<file path="src/rtl/snake_body_engine.sv">
// rtl/snake_body_engine.sv - snake segment list: step FSM, body collision scan, registered read port
// Optional: define SNAKE_WRAP_EN to wrap the head around the borders instead of dying.
module snake_body_engine #(
  parameter int MAX_LEN = 128,
  parameter int CELL    = 10,
  parameter int X_MIN   = 10,
  parameter int X_MAX   = 620,
  parameter int Y_MIN   = 10,
  parameter int Y_MAX   = 460,
  parameter int START_X = 320,
  parameter int START_Y = 240
) (
  input  logic       master_clk,
  input  logic       B_reset_n,
  input  logic       start,
  input  logic       step,
  input  logic [4:0] dir,
  input  logic       grow,
  input  logic [6:0] rd_idx,
  output logic [9:0] rd_x,
  output logic [8:0] rd_y,
  output logic       rd_valid,
  output logic [9:0] head_x,
  output logic [8:0] head_y,
  output logic [7:0] length,
  output logic       busy,
  output logic       dead,
  output logic       step_done
);

  localparam int PW = $clog2(MAX_LEN);
  localparam logic [4:0] D_UP = 5'b00010, D_LEFT = 5'b00100, D_DOWN = 5'b01000, D_RIGHT = 5'b10000;

  typedef enum logic [2:0] {S_INIT, S_IDLE, S_MOVE, S_SCAN, S_DONE} state_t;

  state_t          state_q, state_d;
  logic [PW-1:0]   ptr_q, ptr_d;
  logic [9:0]      head_x_q, head_x_d;
  logic [8:0]      head_y_q, head_y_d;
  logic [7:0]      len_q, len_d;
  logic [7:0]      scan_i_q, scan_i_d;
  logic [4:0]      last_dir_q, last_dir_d;
  logic            grow_pend_q, grow_pend_d;
  logic            dead_q, dead_d;
  logic            busy_q, busy_d;
  logic            step_done_q, step_done_d;
  logic [9:0]      rd_x_q, rd_x_d;
  logic [8:0]      rd_y_q, rd_y_d;
  logic            rd_valid_q, rd_valid_d;

  logic [18:0]     mem_q [MAX_LEN];
  logic            wr_en;
  logic [PW-1:0]   wr_addr, scan_addr, rd_addr;
  logic [18:0]     wr_data;

  logic [10:0]     nx, wx;
  logic [9:0]      ny, wy;
  logic            border_dead, dir_ok, scan_hit;
  logic [4:0]      dir_opp;

  // Next head computed on widened coordinates so a step below zero is not aliased to a legal value
  always_comb begin
    nx = {1'b0, head_x_q};
    ny = {1'b0, head_y_q};
    case (last_dir_q)
      D_UP:    ny = ny - 10'(CELL);
      D_DOWN:  ny = ny + 10'(CELL);
      D_LEFT:  nx = nx - 11'(CELL);
      default: nx = nx + 11'(CELL);
    endcase
`ifdef SNAKE_WRAP_EN
    wx = (nx < 11'(X_MIN)) ? 11'(X_MAX) : (nx > 11'(X_MAX)) ? 11'(X_MIN) : nx;
    wy = (ny < 10'(Y_MIN)) ? 10'(Y_MAX) : (ny > 10'(Y_MAX)) ? 10'(Y_MIN) : ny;
    border_dead = 1'b0;
`else
    wx = nx;
    wy = ny;
    border_dead = (nx < 11'(X_MIN)) || (nx > 11'(X_MAX)) || (ny < 10'(Y_MIN)) || (ny > 10'(Y_MAX));
`endif
  end

  always_comb begin
    dir_opp   = {last_dir_q[2], last_dir_q[1], last_dir_q[4], last_dir_q[3], 1'b0};
    dir_ok    = (dir == D_UP || dir == D_LEFT || dir == D_DOWN || dir == D_RIGHT) && (dir != dir_opp);
    scan_addr = ptr_q + scan_i_q[PW-1:0];
    scan_hit  = (mem_q[scan_addr] == {head_x_q, head_y_q});
    rd_addr   = ptr_q + rd_idx[PW-1:0];
  end

  always_comb begin
    state_d     = state_q;
    ptr_d       = ptr_q;
    head_x_d    = head_x_q;
    head_y_d    = head_y_q;
    len_d       = len_q;
    scan_i_d    = scan_i_q;
    last_dir_d  = dir_ok ? dir : last_dir_q;
    grow_pend_d = grow_pend_q | (start & grow);
    dead_d      = dead_q;
    busy_d      = busy_q;
    step_done_d = 1'b0;
    wr_en       = 1'b0;
    wr_addr     = ptr_q - 1'b1;
    wr_data     = {wx[9:0], wy[8:0]};

    case (state_q)
      S_INIT: begin
        state_d = S_IDLE;
      end
      S_IDLE: begin
        if (step && !dead_q) begin
          state_d = S_MOVE;
          busy_d  = 1'b1;
        end
      end
      S_MOVE: begin
        ptr_d    = ptr_q - 1'b1;
        wr_en    = 1'b1;
        head_x_d = wx[9:0];
        head_y_d = wy[8:0];
        if (grow_pend_q && len_q < 8'(MAX_LEN)) len_d = len_q + 8'd1;
        grow_pend_d = start & grow;
        if (border_dead) dead_d = 1'b1;
        scan_i_d = 8'd1;
        if (len_d == 8'd1) begin
          state_d     = S_DONE;
          step_done_d = 1'b1;
        end else begin
          state_d = S_SCAN;
        end
      end
      S_SCAN: begin
        if (scan_hit) dead_d = 1'b1;
        if (scan_i_q == len_q - 8'd1) begin
          state_d     = S_DONE;
          step_done_d = 1'b1;
        end else begin
          scan_i_d = scan_i_q + 8'd1;
        end
      end
      S_DONE: begin
        busy_d  = 1'b0;
        state_d = S_IDLE;
      end
      default: state_d = S_INIT;
    endcase

    // Holding in INIT rewrites segment 0 so a later growth finds the start cell behind the head
    if (!start || state_q == S_INIT) begin
      ptr_d       = '0;
      head_x_d    = 10'(START_X);
      head_y_d    = 9'(START_Y);
      len_d       = 8'd1;
      scan_i_d    = 8'd0;
      last_dir_d  = D_RIGHT;
      grow_pend_d = 1'b0;
      dead_d      = 1'b0;
      busy_d      = 1'b0;
      step_done_d = 1'b0;
      wr_en       = 1'b1;
      wr_addr     = '0;
      wr_data     = {10'(START_X), 9'(START_Y)};
      if (!start) state_d = S_INIT;
    end

    rd_valid_d = ({1'b0, rd_idx} < len_q);
    if (!rd_valid_d) begin
      rd_x_d = 10'd700;
      rd_y_d = 9'd500;
    end else if (rd_idx == 7'd0) begin
      rd_x_d = head_x_q;
      rd_y_d = head_y_q;
    end else begin
      {rd_x_d, rd_y_d} = mem_q[rd_addr];
    end
  end

  always_ff @(posedge master_clk or negedge B_reset_n) begin
    if (!B_reset_n) begin
      state_q     <= S_INIT;
      ptr_q       <= '0;
      head_x_q    <= 10'(START_X);
      head_y_q    <= 9'(START_Y);
      len_q       <= 8'd1;
      scan_i_q    <= 8'd0;
      last_dir_q  <= D_RIGHT;
      grow_pend_q <= 1'b0;
      dead_q      <= 1'b0;
      busy_q      <= 1'b0;
      step_done_q <= 1'b0;
      rd_x_q      <= 10'd700;
      rd_y_q      <= 9'd500;
      rd_valid_q  <= 1'b0;
    end else begin
      state_q     <= state_d;
      ptr_q       <= ptr_d;
      head_x_q    <= head_x_d;
      head_y_q    <= head_y_d;
      len_q       <= len_d;
      scan_i_q    <= scan_i_d;
      last_dir_q  <= last_dir_d;
      grow_pend_q <= grow_pend_d;
      dead_q      <= dead_d;
      busy_q      <= busy_d;
      step_done_q <= step_done_d;
      rd_x_q      <= rd_x_d;
      rd_y_q      <= rd_y_d;
      rd_valid_q  <= rd_valid_d;
    end
  end

  always_ff @(posedge master_clk) begin
    if (wr_en) mem_q[wr_addr] <= wr_data;
  end

  assign rd_x      = rd_x_q;
  assign rd_y      = rd_y_q;
  assign rd_valid  = rd_valid_q;
  assign head_x    = head_x_q;
  assign head_y    = head_y_q;
  assign length    = len_q;
  assign busy      = busy_q;
  assign dead      = dead_q;
  assign step_done = step_done_q;

endmodule

</file>
<file path="config.mk">
export PLATFORM = sky130hd
export DESIGN_NAME = snake_body_engine
export DESIGN_NICKNAME = d
export VERILOG_FILES = /design/src/rtl/snake_body_engine.sv
export SDC_FILE = /design/constraint.sdc
export NUM_CORES = 2
export LEC_CHECK = 0
export BUFFER_PORTS_ARGS = -buffer_cell sky130_fd_sc_hd__buf_2
export CORE_MARGIN = 3
export CORE_UTILIZATION = 45
export CTS_CLUSTER_DIAMETER = 50
export DETAILED_ROUTE_END_ITERATION = 16
export PLACE_DENSITY = 0.66
export SLEW_MARGIN = 20
export SYNTH_ARGS = -nofsm -noshare
export SYNTH_HDL_FRONTEND = slang
export SYNTH_SLANG_ARGS = --single-unit
</file>
<file path="constraint.sdc">
create_clock -name master_clk -period 11.1 [get_ports master_clk]
set_input_delay 2.775 -clock master_clk [delete_from_list [all_inputs] [get_ports master_clk]]
set_output_delay 2.775 -clock master_clk [all_outputs]
set_load 0.05 [all_outputs]
</file>
### Word level (Yosys, flattened, before mapping)

Memory sizes are Yosys's and may differ from the RTL's.
Index checks and enable logic that the tools add are counted.

| cells by class | value |
|---|---|
| bitwise logic cells | 2 |
| mux-type cells | 46 |
| $lt $le $gt $ge | 6 |
| $add $sub $neg | 10 |
| equality and inequality tests | 19 |
| reductions and logical operators | 23 |

Operator list:

| cell | number |
|---|---|
| $mux 8 | 6 |
| $mux 10 | 4 |
| $mux 9 | 4 |
| $pmux 11 s2 | 1 |
| $mux 7 | 3 |
| $pmux 10 s2 | 1 |
| $eq 19x19->1 | 1 |
| $mux 19 | 1 |
| $add 8x1->8 const B | 2 |
| $pmux 8 s2 | 1 |
| $mux 3 | 5 |
| $add 7x7->7 | 2 |
| $mux 1 | 14 |
| $ne 3x3->1 const B | 4 |
| $pmux 3 s4 | 1 |
| $add 10x4->11 const B | 1 |
| $gt 11x10->1 const B | 1 |
| $lt 11x4->1 const B | 1 |
| $sub 10x4->11 const B | 1 |
| $add 9x4->10 const B | 1 |
| $eq 5x2->1 const B | 2 |
| $eq 5x3->1 const B | 2 |
| $eq 5x4->1 const B | 2 |
| $gt 10x9->1 const B | 1 |
| 27 further kinds | 44 |

| word-level totals | value |
|---|---|
| register bits after elaboration | 74 |
| logic and storage cells | 121 |
| input port bits | 17 |
| RAM bits | 2432 |
| output and inout bits | 50 |
| memories kept | 1 |

Memories:

| name | words | width | rd ports | clocked after Yosys merged registers in | wr ports | line | text |
|---|---|---|---|---|---|---|---|
| mem_q | 128 | 19 | 2 | 0 | 1 | 51 | `logic [18:0] mem_q [MAX_LEN];` |

### Longest topological paths before layout

| depth | value |
|---|---|
| word-level depth | 10 |
| depth in mapped cells | 17 |
| gate-level depth less buffers | 16 |

### Worst setup path before layout

OpenSTA, ideal clock, no wires.

| timing path | value |
|---|---|
| path kind | in2reg |
| start point | input start |
| end point | memory mem_q[0][2] (data pin) |
| required time | 9.872 ns |
| cell stages on the path | 5 |
| arrival | 8.722 ns |
| buffers on the path | 3 |
| slack | 1.150 ns |
| setup time | 1.228 ns |
| path through | o31ai_1 clkbuf_1 clkbuf_1 buf_1 a211oi_1 |

| on the way | value |
|---|---|
| cells in the longest elaborated chain, start to end | 3 |

Ends and longest elaborated chain:

| item | line | text |
|---|---|---|
| from (decl) | 15 | `input logic start,` |
| $logic_not 1->1 | -- |  |
| $logic_or 1x1->1 | 149 | `if (!start \|\| state_q == S_INIT) begin` |
| $mux 19 | 149 |  |
| to (decl) | 51 |  |

Every way passes these cells.

### Final worst setup path

| timing path | value |
|---|---|
| start point | input rd_idx[0] |
| end point | register rd_y_q[8], in the netlist rd_y[8] |

| on the way | value |
|---|---|
| cells in the longest elaborated chain, start to end | 4 |
| elaborated cells on any way between the ends | 6 |
| those cells by class | add/sub (1); order compare (1); mux (2); reduce/logical (1); memory (1) |

Ends and longest elaborated chain:

| item | line | text |
|---|---|---|
| from (decl) | 19 | `input logic [6:0] rd_idx,` |
| $add 7x7->7 | 87 | `rd_addr = ptr_q + rd_idx[PW-1:0];` |
| $mem_v2 128x19 | -- |  |
| $mux 9 | 170 | `end else if (rd_idx == 7'd0) begin` |
| $mux 9 * | 167 | `if (!rd_valid_d) begin` |
| named net rd_y_d[8] | 48 | `logic [8:0] rd_y_q, rd_y_d;` |
| to (signal assigned) | 207 | `rd_y_q <= rd_y_d;` |
| to (decl) | 48 |  |

The timed path passes the listed nets; every way through them passes the cells marked *.
A chain may end at the register's enable or synchronous reset.

==> summary.txt <==
Wire length per cell -> 37.9 um
# IOs -> 67
Total power -> 0.0205 W
Maximum fanout along the worst path -> 115
Yosys cell types -> 77
Max frequency -> 0.143 GHz
Yosys warning total -> 0
Async SR Flop Fraction -> 2.99%
CTS H-tree depth -> 5
EDFF count, synth -> 2304
Setup Total Neg Slack -> 0 ns
Post-CTS setup buffer count -> 0
Filler cell count -> 19200
Syn avg cell area -> 19.8 sq um
CTS clk-pin slew, worst paths -> 0.06 ns
Initial antenna violation count -> 12
Root buffer cell -> clkbuf_16
TritonRoute pass-1 iters -> 6
Synth Register Bits -> 2375
Final period utilization -> 62.9%
Cell area after synthesis -> 0.112 sq mm
Most frequent cells after synthesis -> edfxtp_1, mux4_2, nand2_1
First-pass GRT wire length -> 504000 um
Largest net degree at the start of global routing -> 116
Max Cap Viol -> 0
Design area -> 0.127 sq mm
Area growth from synthesis to layout -> 13.3%
Power per cell area -> 161 mW/mm^2
Final Max Slew Viols -> 0
Hold Crit Class -> reg -> reg
Worst-case vdd ir drop -> 0.152 mV
RSZ-0062 raised after global routing -> false
Relative slew slack -> 16.0%
Via/cell ratio -> 6.84
Gr usage total -> 28.0%
Mapped Cells -> 5662
Port bufs -> 64
Top-count cell post-synth -> edfxtp_1
Slew @ Worst Pin -> 1.25 ns
Routed Antenna Nets -> 0
CTS Buf Count -> 284
CTS Buffer Depth -> 4
Hold_buf cts -> 0
Hold slack -> 0.557 ns
Fin. Hold Viols -> 0
Detailed placement HPWL -> 206000 um
Initial DRC Count -> 9721
Congestion Overflow GR -> 0
FP Rows -> 182
CP endpoint kind -> flip-flop
Worst path required time -> 11.94 ns
Drt total wl -> 359000 um
Post-synthesis sequential area ratio -> 63.2%
Initial Utilization -> 45.5%
Final min period -> 6.99 ns
Die height -> 506 um
Vias -> 64700
Post-CTS Resized -> 0
Synth top area share -> 61.6%
Area after DPL -> 0.118 sq mm
Worst Setup Start Kind -> primary input
Die W -> 506 um
Setup CP Type -> in -> reg
Die area -> 0.256 sq mm
Layout cells sized above 1 -> 37.5%
Drt drc -> 0
Clock Skew -> 0.0532 ns
Status -> finished clean
Core area -> 0.247 sq mm
Skew-Pair Late Insertion Delay -> 0.95 ns
Clk sink count -> 2375
Setup violations, final -> 0
Critical Path AT -> 7.83 ns
Final GP Congestion -> 0.956
Static Leakage -> 40.1 nW
# nets final -> 6008
Vias in the first global route -> 65300
Top_reg_cell synth -> edfxtp_1
Top cells by area, synth -> edfxtp_1, mux4_2, nand2_1
Synth area leader -> edfxtp_1
CTS tree -> done
per-layer routing:
| metal | vias to the layer above | global-route usage, % | routed length [um] |
|---|---|---|---|
| li1 | 24800 | - | - |
| met5 | - | 0 | 150 |
| met3 | 902 | 9.37 | 47000 |
| met1 | 34400 | 37.0 | 128000 |
| met2 | 4592 | 42.1 | 164000 |
| met4 | 10 | 13.3 | 19300 |
logic make-up after synthesis:
kind of cell / count (synthesis) / synth area share (%)
AO/OA/AOI/OAI: 405 / 2.49
XOR/XNOR: 70 / 0.546
adder cells (fa/ha/maj): 41 / 0.484
buffers and inverters: 467 / 1.91
flip-flops: 2375 / 63.2
multiplexers: 1450 / 28.0
other: 1 / 0.00334
AND/OR/NAND/NOR: 853 / 3.34
layout by cell type, fill, tap and decap left out, drive strengths merged, types with 8 or more instances in the layout:
cell type  instances
edfxtp          2304
mux4            1351
nand2            395
clkbuf           335
buf              314
nor2             205
conb             130
clkinv            89
a21oi             86
nand3             80
o21ai             68
mux2i             61
dfrtp             51
inv               50
o211ai            47
and3              45
xnor2             44
a211oi            39
mux2              38
ha                37
nand4             35
nor3              32
xor2              26
bufinv            25
a311oi            24
a31oi             23
dfstp             20
a2111oi           13
nor2b             12
nor4              11
o21bai            11
a32oi             10
diode              8
a211o              8
and2               8
metrics by stage:
stage               util [%]  cells  setup WS (ns)
floorplan                  -   5791           1.15
global placement        47.8   8969           3.44
detailed placement      47.9   8973           3.47
CTS                     51.5   9453           4.45
global route            51.5   9457           4.23
finish                  51.5   9464           4.11
flip-flops by register name, indices dropped and copies added, names as in the netlist:
signal	flops
rd_valid	1
busy	1
ptr_q	7
scan_i_q	8
last_dir_q	5
head_y	8
length	8
state_q	3
grow_pend_q	1
mem_q	2304
dead	1
rd_y	9
step_done	1
head_x	9
rd_x	9
critical path, cell delays in order:
cell and delay, ns:
buf_2 0.15, ha_4 0.17, fa_4 1.29, buf_12 0.58, mux4_2 0.41, mux4_2 0.50
mux2_2 0.30, o21ai_0 0.95, o211ai_1 0.23, o21ai_0 0.19, nand2_1 0.10
where the power goes:
| part | leakage (nW) | switching, W | internal (W) |
|---|---|---|---|
| clock | 4.36 | 0.00366 | 0.00538 |
| combinational | 13.2 | 0.000997 | 0.000583 |
| sequential | 22.5 | 0.0000471 | 0.00979 |
path summary, 6_finish.rpt:
path	startpoint	endpoint	slack [ns]	depth (start not counted)
setup reg to reg	ptr_q[0]$_DFFE_PN0N_	dead$_DFFE_PN0P_	4.26	13
hold reg to reg	busy$_DFFE_PN0P_	busy$_DFFE_PN0P_	0.56	1
min in group asynchronous	B_reset_n	step_done$_DFF_PN0_	1.84	2
hold / removal	busy$_DFFE_PN0P_	busy$_DFFE_PN0P_	0.56	1
max in group asynchronous	B_reset_n	rd_y[2]$_DFF_PN1_	8.58	3
setup / recovery	rd_idx[0]	rd_y[8]$_DFF_PN1_	4.11	11
area by class of cell:
| type | count | area [sq um] | share of cell area (%) |
|---|---|---|---|
| diodes | 8 | 20.0 | 0.0157 |
| flip-flops and latches | 2375 | 71000 | 55.8 |
| multi-input cells | 2949 | 40500 | 31.8 |
| clock inverters | 145 | 1450 | 1.14 |
| inverters | 26 | 97.6 | 0.0767 |
| clock buffers | 335 | 7450 | 5.85 |
| repair buffers | 314 | 2670 | 2.10 |
| well taps | 3312 | 4140 | 3.26 |
Power figures use the tool's default switching activity.
